===== config.mk =====
export PLATFORM = sky130hd
export DESIGN_NAME = writeback_stage
export DESIGN_NICKNAME = d
export VERILOG_FILES = /design/src/rtl/writeback_stage_pkg.sv /design/src/rtl/writeback_stage_load_formatter.sv /design/src/rtl/writeback_stage.sv
export SDC_FILE = /design/constraint.sdc
export NUM_CORES = 1
export LEC_CHECK = 0
export ABC_AREA = 0
export BUFFER_PORTS_ARGS = -buffer_cell sky130_fd_sc_hd__buf_2
export CAP_MARGIN = 15
export CORE_ASPECT_RATIO = 1.4
export CORE_UTILIZATION = 45
export CTS_BUF_LIST = sky130_fd_sc_hd__clkbuf_4 sky130_fd_sc_hd__clkbuf_8
export CTS_CLUSTER_SIZE = 30
export DETAILED_ROUTE_END_ITERATION = 16
export PLACE_DENSITY = 0.71
export SLEW_MARGIN = 10
export SYNTH_ARGS = -nofsm -noshare
export SYNTH_HDL_FRONTEND = slang
export SYNTH_HIERARCHICAL = 1
export SYNTH_SLANG_ARGS = --single-unit

===== constraint.sdc =====
create_clock -name clk_in -period 4.9 [get_ports clk_in]
set_input_delay 0.49 -clock clk_in [delete_from_list [all_inputs] [get_ports clk_in]]
set_output_delay 0.49 -clock clk_in [all_outputs]
set_load 0.01 [all_outputs]

===== src/rtl/writeback_stage_pkg.sv =====
// Shared core constants for the writeback stage.
// Holds the data and register widths plus the load funct3 encodings.
package writeback_stage_pkg;

    localparam int XLEN   = 32;
    localparam int REG_AW = 5;

    localparam logic [2:0] F3_LB  = 3'b000;
    localparam logic [2:0] F3_LH  = 3'b001;
    localparam logic [2:0] F3_LW  = 3'b010;
    localparam logic [2:0] F3_LBU = 3'b100;
    localparam logic [2:0] F3_LHU = 3'b101;

endpackage


===== src/rtl/writeback_stage_load_formatter.sv =====
// Load data formatter: lane extraction and sign/zero extension.
// Purely combinational; flags funct3 codes that are not loads.
module load_formatter
    import writeback_stage_pkg::*;
#(
    parameter int W = XLEN
) (
    input  logic [2:0]   funct3,
    input  logic [1:0]   lsb,
    input  logic [W-1:0] raw,
    output logic [W-1:0] data,
    output logic         illegal
);

    logic [7:0]  byte_v;
    logic [15:0] half_v;

    assign byte_v = raw[{lsb, 3'b000} +: 8];
    assign half_v = lsb[1] ? raw[31:16] : raw[15:0];

    always_comb begin
        data    = '0;
        illegal = 1'b0;
        unique case (funct3)
            F3_LB:   data = {{(W-8){byte_v[7]}}, byte_v};
            F3_LH:   data = {{(W-16){half_v[15]}}, half_v};
            F3_LW:   data = raw;
            F3_LBU:  data = {{(W-8){1'b0}}, byte_v};
            F3_LHU:  data = {{(W-16){1'b0}}, half_v};
            default: illegal = 1'b1;
        endcase
    end

endmodule


===== src/rtl/writeback_stage.sv =====
// Writeback stage: merges MEM and MDU results into one register write.
// A 1-entry hold buffer defers an MDU result that collides with MEM.
module writeback_stage #(
    parameter int XLEN   = writeback_stage_pkg::XLEN,
    parameter int REG_AW = writeback_stage_pkg::REG_AW
) (
    input  logic              clk_in,
    input  logic              rst_in,
    input  logic              mem_valid_in,
    input  logic              mem_reg_wr_in,
    input  logic              mem_is_load_in,
    input  logic [2:0]        mem_funct3_in,
    input  logic [1:0]        mem_addr_lsb_in,
    input  logic [REG_AW-1:0] mem_rd_addr_in,
    input  logic [XLEN-1:0]   mem_alu_result_in,
    input  logic [XLEN-1:0]   mem_load_data_in,
    input  logic              mdu_valid_in,
    input  logic [REG_AW-1:0] mdu_rd_addr_in,
    input  logic [XLEN-1:0]   mdu_result_in,
    output logic              mdu_ready_out,
    output logic              wb_stall_out,
    output logic [REG_AW-1:0] rd_addr_out,
    output logic [XLEN-1:0]   rd_out,
    output logic              wr_en_out,
    output logic              load_fault_out
);

    logic              hold_valid;
    logic [REG_AW-1:0] hold_rd;
    logic [XLEN-1:0]   hold_data;

    logic [XLEN-1:0]   fmt_data;
    logic              fmt_illegal;
    logic [XLEN-1:0]   mem_data;
    logic              mem_fault;

    logic              slot;
    logic              sel_wr;
    logic              sel_fault;
    logic [REG_AW-1:0] sel_rd;
    logic [XLEN-1:0]   sel_data;
    logic              hold_load;

    load_formatter #(
        .W(XLEN)
    ) u_fmt (
        .funct3  (mem_funct3_in),
        .lsb     (mem_addr_lsb_in),
        .raw     (mem_load_data_in),
        .data    (fmt_data),
        .illegal (fmt_illegal)
    );

    assign mem_data  = mem_is_load_in ? fmt_data : mem_alu_result_in;
    assign mem_fault = mem_is_load_in & fmt_illegal;

    assign mdu_ready_out = !hold_valid;
    assign wb_stall_out  = hold_valid & mem_valid_in;

    always_comb begin
        slot      = 1'b0;
        sel_wr    = 1'b0;
        sel_fault = 1'b0;
        sel_rd    = '0;
        sel_data  = '0;
        hold_load = 1'b0;
        if (hold_valid) begin
            slot     = 1'b1;
            sel_wr   = 1'b1;
            sel_rd   = hold_rd;
            sel_data = hold_data;
        end else if (mem_valid_in) begin
            slot      = 1'b1;
            sel_wr    = mem_reg_wr_in & !mem_fault;
            sel_fault = mem_fault;
            sel_rd    = mem_rd_addr_in;
            sel_data  = mem_data;
            // Younger MEM write to the same rd makes the MDU result dead.
            hold_load = mdu_valid_in &
                        !(mem_reg_wr_in &&
                          (mem_rd_addr_in == mdu_rd_addr_in));
        end else if (mdu_valid_in) begin
            slot     = 1'b1;
            sel_wr   = 1'b1;
            sel_rd   = mdu_rd_addr_in;
            sel_data = mdu_result_in;
        end
    end

    always_ff @(posedge clk_in) begin
        if (rst_in) begin
            wr_en_out      <= 1'b0;
            load_fault_out <= 1'b0;
            rd_addr_out    <= '0;
            rd_out         <= '0;
            hold_valid     <= 1'b0;
            hold_rd        <= '0;
            hold_data      <= '0;
        end else begin
            wr_en_out      <= slot & sel_wr & (sel_rd != '0);
            load_fault_out <= sel_fault;
            if (slot) begin
                rd_addr_out <= sel_rd;
                rd_out      <= sel_data;
            end
            hold_valid <= hold_load;
            if (hold_load) begin
                hold_rd   <= mdu_rd_addr_in;
                hold_data <= mdu_result_in;
            end
        end
    end

endmodule


# [Word level (Yosys, flattened, before mapping)]
# Cells that the tools add are included.
[classes] eq_ne=5 shifts=1 n_mux=17 bitwise=7 reduce_logical=8
[ops] op="one-hot mux 32 bit (5 select lines)" count=1
[ops] op="2-to-1 mux 32 bit" count=4
[ops] op="indexed part select 32 x 6 -> 8 bit" count=1
[ops] op="2-to-1 mux 16 bit" count=1
[ops] op="2-to-1 mux 5 bit" count=3
[ops] op="2-to-1 mux 1 bit" count=8
[ops] op="AND 1 bit" count=6
[ops] op="equality test 3 bit, second input constant" count=2
[ops] op="equality test 5 bit" count=1
[ops] op="nonzero test 5 bit" count=1
[ops] op="OR reduction 5 bit" count=1
[ops] op="equality test 3 x 1 -> 1 bit, second input constant" count=1
[ops] op="equality test 3 x 2 -> 1 bit, second input constant" count=1
[ops] op="logical NOT 1 bit" count=3
[ops] op="logical NOT 3 bit" count=1
[ops] op="OR reduction 3 bit" count=1
[ops] op="logical AND 1 bit" count=1
[ops] op="inverter 1 bit" count=1
[totals] ff_bits=77 output_inout_bits=41 wordCells=45

# [Logic depth before layout (Yosys ltp)]
# Gate-level depths: netlist of the first run.
[logic_depth] ltp_word=10 ltp_mapped=9 mapped_depth_nobuf=7

# [By module]
# The synthesis of the first run kept the hierarchy.
[by_module_without_submodules] mod="writeback_stage" instances=1 cells_per_inst=445 area_each_um2=3957.5 seq_area_each_um2=1541.5
[by_module_without_submodules] mod="load_formatter" instances=1 cells_per_inst=113 area_each_um2=799.5 seq_area_each_um2=0.0

# [Worst setup path before layout of the first run]
# Ideal clock, no wire load.
[synth_path] kind="input-to-reg" startpoint="input port mem_addr_lsb_in[1]" endpoint="register rd_out[19]" arrival_time_ns=1.907 setup_slack_ns=2.915 stages=7 path_cell_list="mux4_1 buf_4 o21ai_1 mux2i_1 a211oi_1 a21oi_1 nor3_1"
[synth_via] elab_chain_len=5 word_cells_on_any_way=6 classes_between="shift (1); mux (5)"
[synth_lines] element="from (decl)" line_no="writeback_stage.sv:13" rtl="input logic [1:0] mem_addr_lsb_in,"
[synth_lines] element="indexed part select 32 x 6 -> 8 bit / 2-to-1 mux 16 bit (equally long branches)" line_no="writeback_stage_load_formatter.sv:18, writeback_stage_load_formatter.sv:19"
[synth_lines] element="one-hot mux 32 bit (5 select lines) (*)" line_no="writeback_stage_load_formatter.sv:24" rtl="unique case (funct3)"
[synth_lines] element="via fmt_data[19]" line_no="writeback_stage.sv:32" rtl="logic [XLEN-1:0] fmt_data;"
[synth_lines] element="2-to-1 mux 32 bit (*)" line_no="writeback_stage.sv:54" rtl="assign mem_data = mem_is_load_in ? fmt_data : mem_alu_result_in;"
[synth_lines] element="2-to-1 mux 32 bit (*)" line_no="writeback_stage.sv:72" rtl="end else if (mem_valid_in) begin"
[synth_lines] element="2-to-1 mux 32 bit (*)" line_no="writeback_stage.sv:67" rtl="if (hold_valid) begin"
[synth_lines] element="to (signal assigned)" line_no="writeback_stage.sv:104" rtl="rd_out <= sel_data;"
[synth_lines] element="to (decl)" line_no="writeback_stage.sv:23" rtl="output logic [XLEN-1:0] rd_out,"
# Mark *: on every way through the listed nets, which the timed path passes. The rest lies on a longest branch.
# A chain may end at the register's enable or synchronous reset.

# [Worst setup path after layout of the first run]
[layout_path] startpoint="input port mem_funct3_in[1]" endpoint="register rd_out[21]"
[layout_via] elab_chain_len=5 word_cells_on_any_way=9 classes_between="eq/ne (4); mux (4); reduce/logical (1)"
[layout_lines] element="from (decl)" line_no="writeback_stage.sv:12" rtl="input logic [2:0] mem_funct3_in,"
[layout_lines] element="equality test 3 bit (tied with other cells)" line_no="writeback_stage_load_formatter.sv:24"
[layout_lines] element="one-hot mux 32 bit (5 select lines) (*)" line_no="writeback_stage_load_formatter.sv:24"
[layout_lines] element="via fmt_data[21]" line_no="writeback_stage.sv:32"
[layout_lines] element="2-to-1 mux 32 bit (*)" line_no="writeback_stage.sv:54"
[layout_lines] element="2-to-1 mux 32 bit (*)" line_no="writeback_stage.sv:72"
[layout_lines] element="2-to-1 mux 32 bit (*)" line_no="writeback_stage.sv:67"
# Marked as above.

==> results.txt, run 1 <==
antenna violations before repair -> 1
routed len/inst -> 17.1 um
Starting Density -> 46.0%
grt total ovfl -> 0
fin crit share -> 49.9%
Slew HR -> 27.0%
clk root buf -> clkbuf_8
Netlist cell types -> 49
cell area after synthesis -> 4760 sq um
std cell rows -> 44
Critical Path End Type -> register
Worst-Margin Slew -> 1.09 ns
number of synthesized flops with an enable pin -> 0
FF+latch count, synth -> 77
post-DP HPWL -> 10400 um
most common flop cell mapped by yosys -> dfxtp_1
Max-Cap Viols -> 0
Overall Power -> 1.50 mW
number of buffers added on ports -> 157
cts hold-fix bufs -> 0
DRC -> 0
CP required -> 5.17 ns
combinational power share -> 23.8%
Post-CTS Setup Bufs -> 0
H-tree depth -> 3
CP arrival -> 2.72 ns
worst vdd ir -> 0.114 mV
sequential share of the synthesized area -> 32.4%
vias after detailed routing -> 4596
1st-pass router iterations -> 5
First DRT Iteration DRCs -> 279
Via-to-Cell Ratio -> 5.56
most common cell in the netlist -> dfxtp_1
post-cts gate resize count -> 0
CTS tree -> yes
first-pass GRT wire length -> 21600 um
Tot GR Track Use -> 26.2%
CTS Buffer Depth -> 2
Clk pin slew, worst setup/hold paths -> 0.09 ns
core area -> 10300 sq um
asr flop ratio synth -> 0%
Sw Share -> 32.2%
startpoint types -> primary input
Synth warnings -> 6
Fill cells -> 1025
clk sinks -> 77
largest cells by area after synthesis -> dfxtp_1 32%, mux2i_1 15%, nand2b_1 9.9%
DP Area -> 5530 sq um
Hold Crit Class -> primary input to register
share of cells above drive strength 1 -> 28.9%
width of the die -> 88.9 um
fmax -> 409 MHz
Final Core Density -> 55.1%
RSZ-0062 raised after global routing -> false
WL final -> 14200 um
pins over their slew limit -> 0
largest net degree at the start of global routing -> 115
Final nets -> 800
Psw -> 0.482 mW
status -> finished clean
Mapped Avg Cell Area -> 8.53 sq um
sequential share of power -> 46.0%
Pleak -> 2.46 nW
internal power -> 1.01 mW
worst slack, placed -> 2.14 ns
top-area cell type share of the netlist area -> 32.4%
final worst setup slack -> 2.46 ns
total count of hold-check failures in the final report -> 0
Period minus WS final -> 2.44 ns
clk_skew -> 0.00996 ns
syn nets -> 675
Top Ports -> 158
setup violators final -> 0
Power Density -> 262 nW/um^2
Design Area, Final -> 5710 sq um
area delta synth->final -> 20.0%
Clock Latency Late Sink -> 0.36 ns
top cells by count, synth -> 77 x dfxtp_1, 75 x nand2b_1, 71 x mux2i_1
Max FO, Critical Path -> 18
vias in the first global route -> 4389
Mapped Cells -> 558
gp weighted congestion -> 0.920
setup TNS -> 0 ns
Post-DRT Antenna Nets -> 0
die area -> 11000 sq um
CTS Buf Count -> 9
Clock Power Share -> 30.2%
Synth area leader -> dfxtp_1
WS Path Type -> primary input to register
chip height -> 124 um
-- area by class of cell --
cell class | instances | area, sq um | share of cell area (%)
tap | 138 | 173 | 3.02
clock buffer | 9 | 124 | 2.17
clock inverter | 7 | 56.3 | 0.986
inverter | 5 | 18.8 | 0.329
sequential | 77 | 1540 | 27.0
antenna | 1 | 2.50 | 0.0438
multi-input combinational | 427 | 2960 | 51.9
timing repair buffer | 163 | 831 | 14.6
-- critical path: stages --
cell and delay, ns:
buf_2 0.21, nor3b_2 0.92, buf_4 0.33, nand2_1 0.07, o21ai_1 0.09, mux2i_1 0.10
a211oi_1 0.26, a21oi_1 0.06, nor3_1 0.19
-- power by group through the flow --
| stage | registers [mW] | logic [mW] | clock network, mW |
|---|---|---|---|
| final | 0.688 | 0.356 | 0.453 |
| after global routing | 0.693 | 0.390 | 0.485 |
| after CTS | 0.688 | 0.355 | 0.461 |
| after detailed placement | 0.703 | 0.354 | 0 |
| after global placement | 0.701 | 0.348 | 0 |
| after floorplan | 0.711 | 0.212 | 0 |
-- sequential cells by signal (all words and copies together), names as in the netlist --
signal	cells
hold_data	32
hold_rd	5
rd_addr_out	5
load_fault_out	1
wr_en_out	1
hold_valid	1
rd_out	32
-- final timing paths --
check               startpoint       endpoint  slack (ns)  cells after the start
max           mem_funct3_in[1]     rd_out[21]        2.46                      9
min          mdu_result_in[30]  hold_data[30]        0.39                      3
max reg2reg         hold_valid  hold_data[27]        2.64                      5
min reg2reg         hold_rd[2]     hold_rd[2]        0.48                      2
-- kinds of logic (layout without fill, tap and decap cells) --
group	Yosys count	in the layout	share of synthesized area [%]
compound gates	149	149	19.8
xor+xnor	5	5	0.921
buf+inv	54	184	5.71
flops	77	77	32.4
mux	80	80	17.9
other cells	0	1	0
simple gates	193	193	23.2
-- placed cells by master, fill, tap and decap left out, types with 2 or more instances in the layout --
master / count
a211o_1: 4
a2bb2oi_1: 4
clkinvlp_4: 3
a211oi_1: 11
inv_6: 2
nand3b_1: 5
nor2_1: 40
a221o_1: 6
nor2b_1: 12
nand2b_1: 75
buf_4: 6
nor3b_1: 13
nor3_1: 13
inv_1: 5
nand2_1: 20
and3_1: 2
o21ai_2: 4
o21ai_1: 6
clkbuf_8: 9
and2_1: 2
nor3_2: 2
mux2_2: 6
buf_2: 157
dfxtp_1: 76
a22oi_1: 25
xor2_1: 4
a21oi_1: 67
o21ai_0: 14
mux2i_1: 71
mux4_1: 2
-- stage by stage --
stage	hold slack, ns	instances
floorplan	0.446	558
global placement	0.444	810
detailed placement	0.464	810
CTS	0.384	826
global route	0.396	827
finish	0.392	827
-- metal layers --
layer | wire length (um) | global-route usage, % | vias to the layer above
met5 | 0 | 0 | -
met4 | 424 | 11.3 | 0
met3 | 775 | 4.57 | 31
met2 | 7080 | 44.8 | 161
met1 | 5890 | 31.8 | 2163
li1 | - | - | 2241
Note: power is estimated with default switching activity, not from simulation.
==> inputs of run 2 (changes only) <==
PLACE_DENSITY = 0.74   (was 0.71)
clock period = 2.05 ns   (was 4.9 ns; I/O delays follow)
==> run 2 against run 1 <==
Against the previous run: cell area is 2.8% higher; register-to-register slack worse by 2.2 ns; combinational power is 150% higher; sequential share of layout area is 0.73 points lower; count of clock-buffer cells in the layout is 1 higher; hold slack worse by 0.27 ns; largest cell class unchanged.
==> results.txt, run 2 (same netlist as run 1, synthesis figures left out) <==
status -> finished clean
clk root buf -> clkbuf_8
1st-pass router iterations -> 5
Max FO, Critical Path -> 16
First DRT Iteration DRCs -> 336
Crit. Startpoint -> mem_addr_lsb_in[1]
Sw Share -> 30.4%
Hold Crit Class -> primary input to register
post-cts gate resize count -> 0
Psw -> 1.13 mW
width of the die -> 88.9 um
total count of hold-check failures in the final report -> 0
CTS Buf Count -> 9
sequential share of power -> 44.3%
worst vdd ir -> 0.464 mV
multi-input logic area -> 2960 sq um
Tot GR Track Use -> 27.0%
Top Ports -> 158
Fill cells -> 1025
clk_skew -> 0.0101 ns
fmax -> 575 MHz
WHS -> 0.120 ns
Period minus WS final -> 1.74 ns
dpl cells -> 824
Starting Density -> 46.0%
area delta synth->final -> 23.3%
CTS tree -> yes
Max-Cap Viols -> 0
post-DP HPWL -> 10900 um
setup violators final -> 0
Power Density -> 634 nW/um^2
worst slack, placed -> -0.0869 ns
WS Path Type -> primary input to register
Final Core Density -> 56.7%
number of buffers added on ports -> 157
internal power -> 2.59 mW
CP arrival -> 2.02 ns
Worst-Margin Slew -> 0.486 ns
final std cells w/o fill -> 840
Post-CTS Setup Bufs -> 0
vias after detailed routing -> 4733
Overall Power -> 3.72 mW
combinational power share -> 23.8%
most frequent cells in the layout -> 157 x buf_2, 76 x dfxtp_1, 75 x nand2b_1
Critical R2R Launch -> hold_valid
hold path startpoint -> mdu_result_in[29]
Clock Latency Late Sink -> 0.35 ns
startpoint types -> primary input
RSZ-0062 raised after global routing -> false
Via-to-Cell Ratio -> 5.63
grt total ovfl -> 0
top flop regs -> hold_data (32), rd_out (32)
core area -> 10300 sq um
share of cells above drive strength 1 -> 30.2%
CP required -> 2.33 ns
Final nets -> 814
antenna violations before repair -> 0
std cell rows -> 44
Slew HR -> 67.6%
cts hold-fix bufs -> 0
clk sinks -> 77
fin crit share -> 84.9%
pins over their slew limit -> 0
H-tree depth -> 3
CTS Buffer Depth -> 2
Pleak -> 2.55 nW
largest net degree at the start of global routing -> 115
final worst setup slack -> 0.310 ns
WL final -> 14900 um
Clock Power Share -> 31.9%
Post-DRT Antenna Nets -> 0
DRC -> 0
first-pass GRT wire length -> 22400 um
gp weighted congestion -> 0.953
Critical Path End Type -> register
routed len/inst -> 17.7 um
chip height -> 124 um
vias in the first global route -> 4520
Reg area -> 1540 sq um
Clk pin slew, worst setup/hold paths -> 0.09 ns
die area -> 11000 sq um
most common cell after layout, fill and taps aside -> buf_2
[run 2: cell count changes in the layout (fill, tap and decap cells not counted)]
cell / previous run / this run
buf_12: 0 / 3
buf_4: 6 / 17
bufinv_16: 0 / 1
clkbuf_8: 9 / 10
clkinvlp_4: 3 / 2
inv_6: 2 / 1
inv_8: 1 / 0
[run 2: metal layers]
layer  vias to the layer above  part of all wire, %  GRT usage (%)
li1                       2264                    -              -
met1                      2262                   41           30.5
met2                       164                   50           47.5
met3                        43                  4.8           4.51
met4                         0                  4.5           14.6
met5                         -                    0              0
[run 2: area by class of cell]
class,instances,share of cell area (%)
Multi-Input combinational cell,427,50.5
Sequential cell,77,26.3
Clock inverter,5,1.00
Tap cell,138,2.94
Inverter,5,0.320
Clock buffer,10,2.35
Antenna cell,1,0.0427
Timing Repair Buffer,177,16.6
[run 2: path summary, 6_finish.rpt]
| check | to | slack, ns | cells after the start |
|---|---|---|---|
| hold / removal | hold_data[29] | 0.12 | 3 |
| hold reg to reg | rd_addr_out[3] | 0.46 | 2 |
| setup / recovery | rd_out[28] | 0.31 | 8 |
| setup reg to reg | hold_data[14] | 0.43 | 4 |
[run 2: through the flow]
step	TNS, ns	instance area (sq um)
finish	0	5870
global route	0	5860
floorplan	0	4760
CTS	0	5860
detailed placement	-0.0869	5670
global placement	-0.0502	5670
[run 2: power groups by stage]
stage | sequential [mW] | combinational [mW] | clock, mW
after CTS | 1.65 | 0.881 | 1.20
after global placement | 1.68 | 0.864 | 0
after global routing | 1.66 | 0.960 | 1.25
after detailed placement | 1.68 | 0.877 | 0
after floorplan | 1.70 | 0.507 | 0
final | 1.65 | 0.884 | 1.19
[run 2: critical path: stages]
cell and delay, ns:
buf_2 0.13, mux4_1 0.55, buf_4 0.21, o21ai_0 0.29, mux2i_1 0.15, a211oi_1 0.25
a21oi_1 0.06, nor3_1 0.17
==> inputs of run 3 (changes only) <==
clock period = 1.5 ns   (was 2.05 ns; I/O delays follow)
==> run 3 against run 2 <==
Against the previous run: register-to-register slack worse by 0.35 ns; wire length is 2.7% higher; flip-flop and latch count stayed put; first-iteration DRC count is 2.7% lower; sequential power is 37% higher; worst setup slack worse by 0.23 ns; largest power group unchanged; global-route usage is 1.6 points higher; non-clock buffer count is 42 higher; cell area is 8.3% higher; sequential share of layout area is 2.0 points lower; count of clock-buffer cells in the layout stayed put; highest routed layer unchanged.
==> results.txt, run 3 (same netlist as run 1, synthesis figures left out) <==
die area -> 11000 sq um
Period minus WS final -> 1.42 ns
Via-to-Cell Ratio -> 5.59
width of the die -> 88.9 um
Clock Latency Late Sink -> 0.37 ns
area delta synth->final -> 33.6%
gp weighted congestion -> 0.937
number of buffers added on ports -> 157
first-pass GRT wire length -> 23600 um
Top Ports -> 158
Starting Density -> 46.0%
Post-DRT Antenna Nets -> 0
grt total ovfl -> 0
Max FO, Critical Path -> 21
1st-pass router iterations -> 5
std cell rows -> 44
Reg area -> 1540 sq um
startpoint types -> register
CTS tree -> yes
worst slack, placed -> -0.422 ns
antenna violations before repair -> 0
fmax -> 704 MHz
most common cell after layout, fill and taps aside -> buf_2
post-DP HPWL -> 11500 um
WL final -> 15300 um
chip height -> 124 um
cts hold-fix bufs -> 0
WS Path Type -> register to register
status -> finished clean
core area -> 10300 sq um
worst vdd ir -> 0.470 mV
DRC -> 0
setup violators final -> 0
share of cells above drive strength 1 -> 35.8%
reg2reg path depth -> 4
Hold Path Depth -> 3
pins over their slew limit -> 0
CTS Buf Count -> 9
routed len/inst -> 17.3 um
CP arrival -> 1.71 ns
Max-Cap Viols -> 0
CTS Buffer Depth -> 2
First DRT Iteration DRCs -> 327
multi-input logic area -> 2990 sq um
Tot GR Track Use -> 28.6%
WHS -> 0.0481 ns
vias in the first global route -> 4895
Critical Path End Type -> register
Worst-Margin Slew -> 0.439 ns
top flop regs -> hold_data (32), rd_out (32)
fin crit share -> 94.8%
CP required -> 1.79 ns
largest net degree at the start of global routing -> 57
Final Core Density -> 61.4%
most frequent cells in the layout -> 152 x buf_2, 76 x dfxtp_1, 75 x nand2b_1
Clk pin slew, worst setup/hold paths -> 0.08 ns
RSZ-0062 raised after global routing -> false
Pleak -> 2.82 nW
clk_skew -> 0.0158 ns
Hold Crit Class -> primary input to register
vias after detailed routing -> 4939
final worst setup slack -> 0.0787 ns
clk sinks -> 77
Final nets -> 856
setup TNS -> 0 ns
clk root buf -> clkbuf_8
Power Density -> 847 nW/um^2
Fill cells -> 977
total count of hold-check failures in the final report -> 0
Slew HR -> 70.7%
H-tree depth -> 3
==> run 3: critical path, cell delays in order, from the launching register on <==
cell	delay, ns
dfxtp_2	0.35
nand2b_4	0.15
a311oi_4	0.34
buf_12	0.26
mux2i_1	0.24
==> run 3: worst paths after layout <==
check | startpoint | end | slack, ns
max | hold_valid | hold_data[14] | 0.08
min | mdu_result_in[10] | hold_data[10] | 0.05
max reg2reg | hold_valid | hold_data[14] | 0.08
min reg2reg | hold_data[30] | hold_data[30] | 0.48
==> run 3: report_power, final <==
group | leakage, nW | internal (mW) | switching (mW)
clock network | 0.114 | 0.956 | 0.817
registers | 0.633 | 2.18 | 0.0779
logic | 2.07 | 0.666 | 0.690
total | 2.82 | 3.80 | 1.58
==> run 3: layer usage <==
layer	GRT usage, %	part of all wire, %	vias up
li1	-	-	2359
met1	31.9	39	2319
met2	49.3	50	213
met3	6.16	5.7	48
met4	16.8	4.9	0
met5	0	0	-
==> run 3: repair_timing <==
item                                    in CTS  in global routing
setup buffers                                1                  3
endpoints found under the setup margin       3                 31
resized for setup                            2                 25
gates cloned                                 0                  0
pin swaps                                    0                 14
==> run 3: cell type report <==
type	instances	share of cell area, %
timing repair buffer	219	22.1
clock inverter	6	1.38
sequential	77	24.3
clock buffer	10	2.07
antenna	2	0.0787
multi-input combinational	427	47.1
inverter	5	0.354
tap	138	2.72
==> run 3: metrics by stage <==
stage,power [mW],cell area (sq um),instances
6_report,5.38,6360,884
5_1_grt,5.62,6350,882
4_1_cts,5.36,6260,880
3_5_place_dp,3.61,6030,863
3_3_place_gp,3.58,6030,863
2_1_floorplan,3.02,4760,558
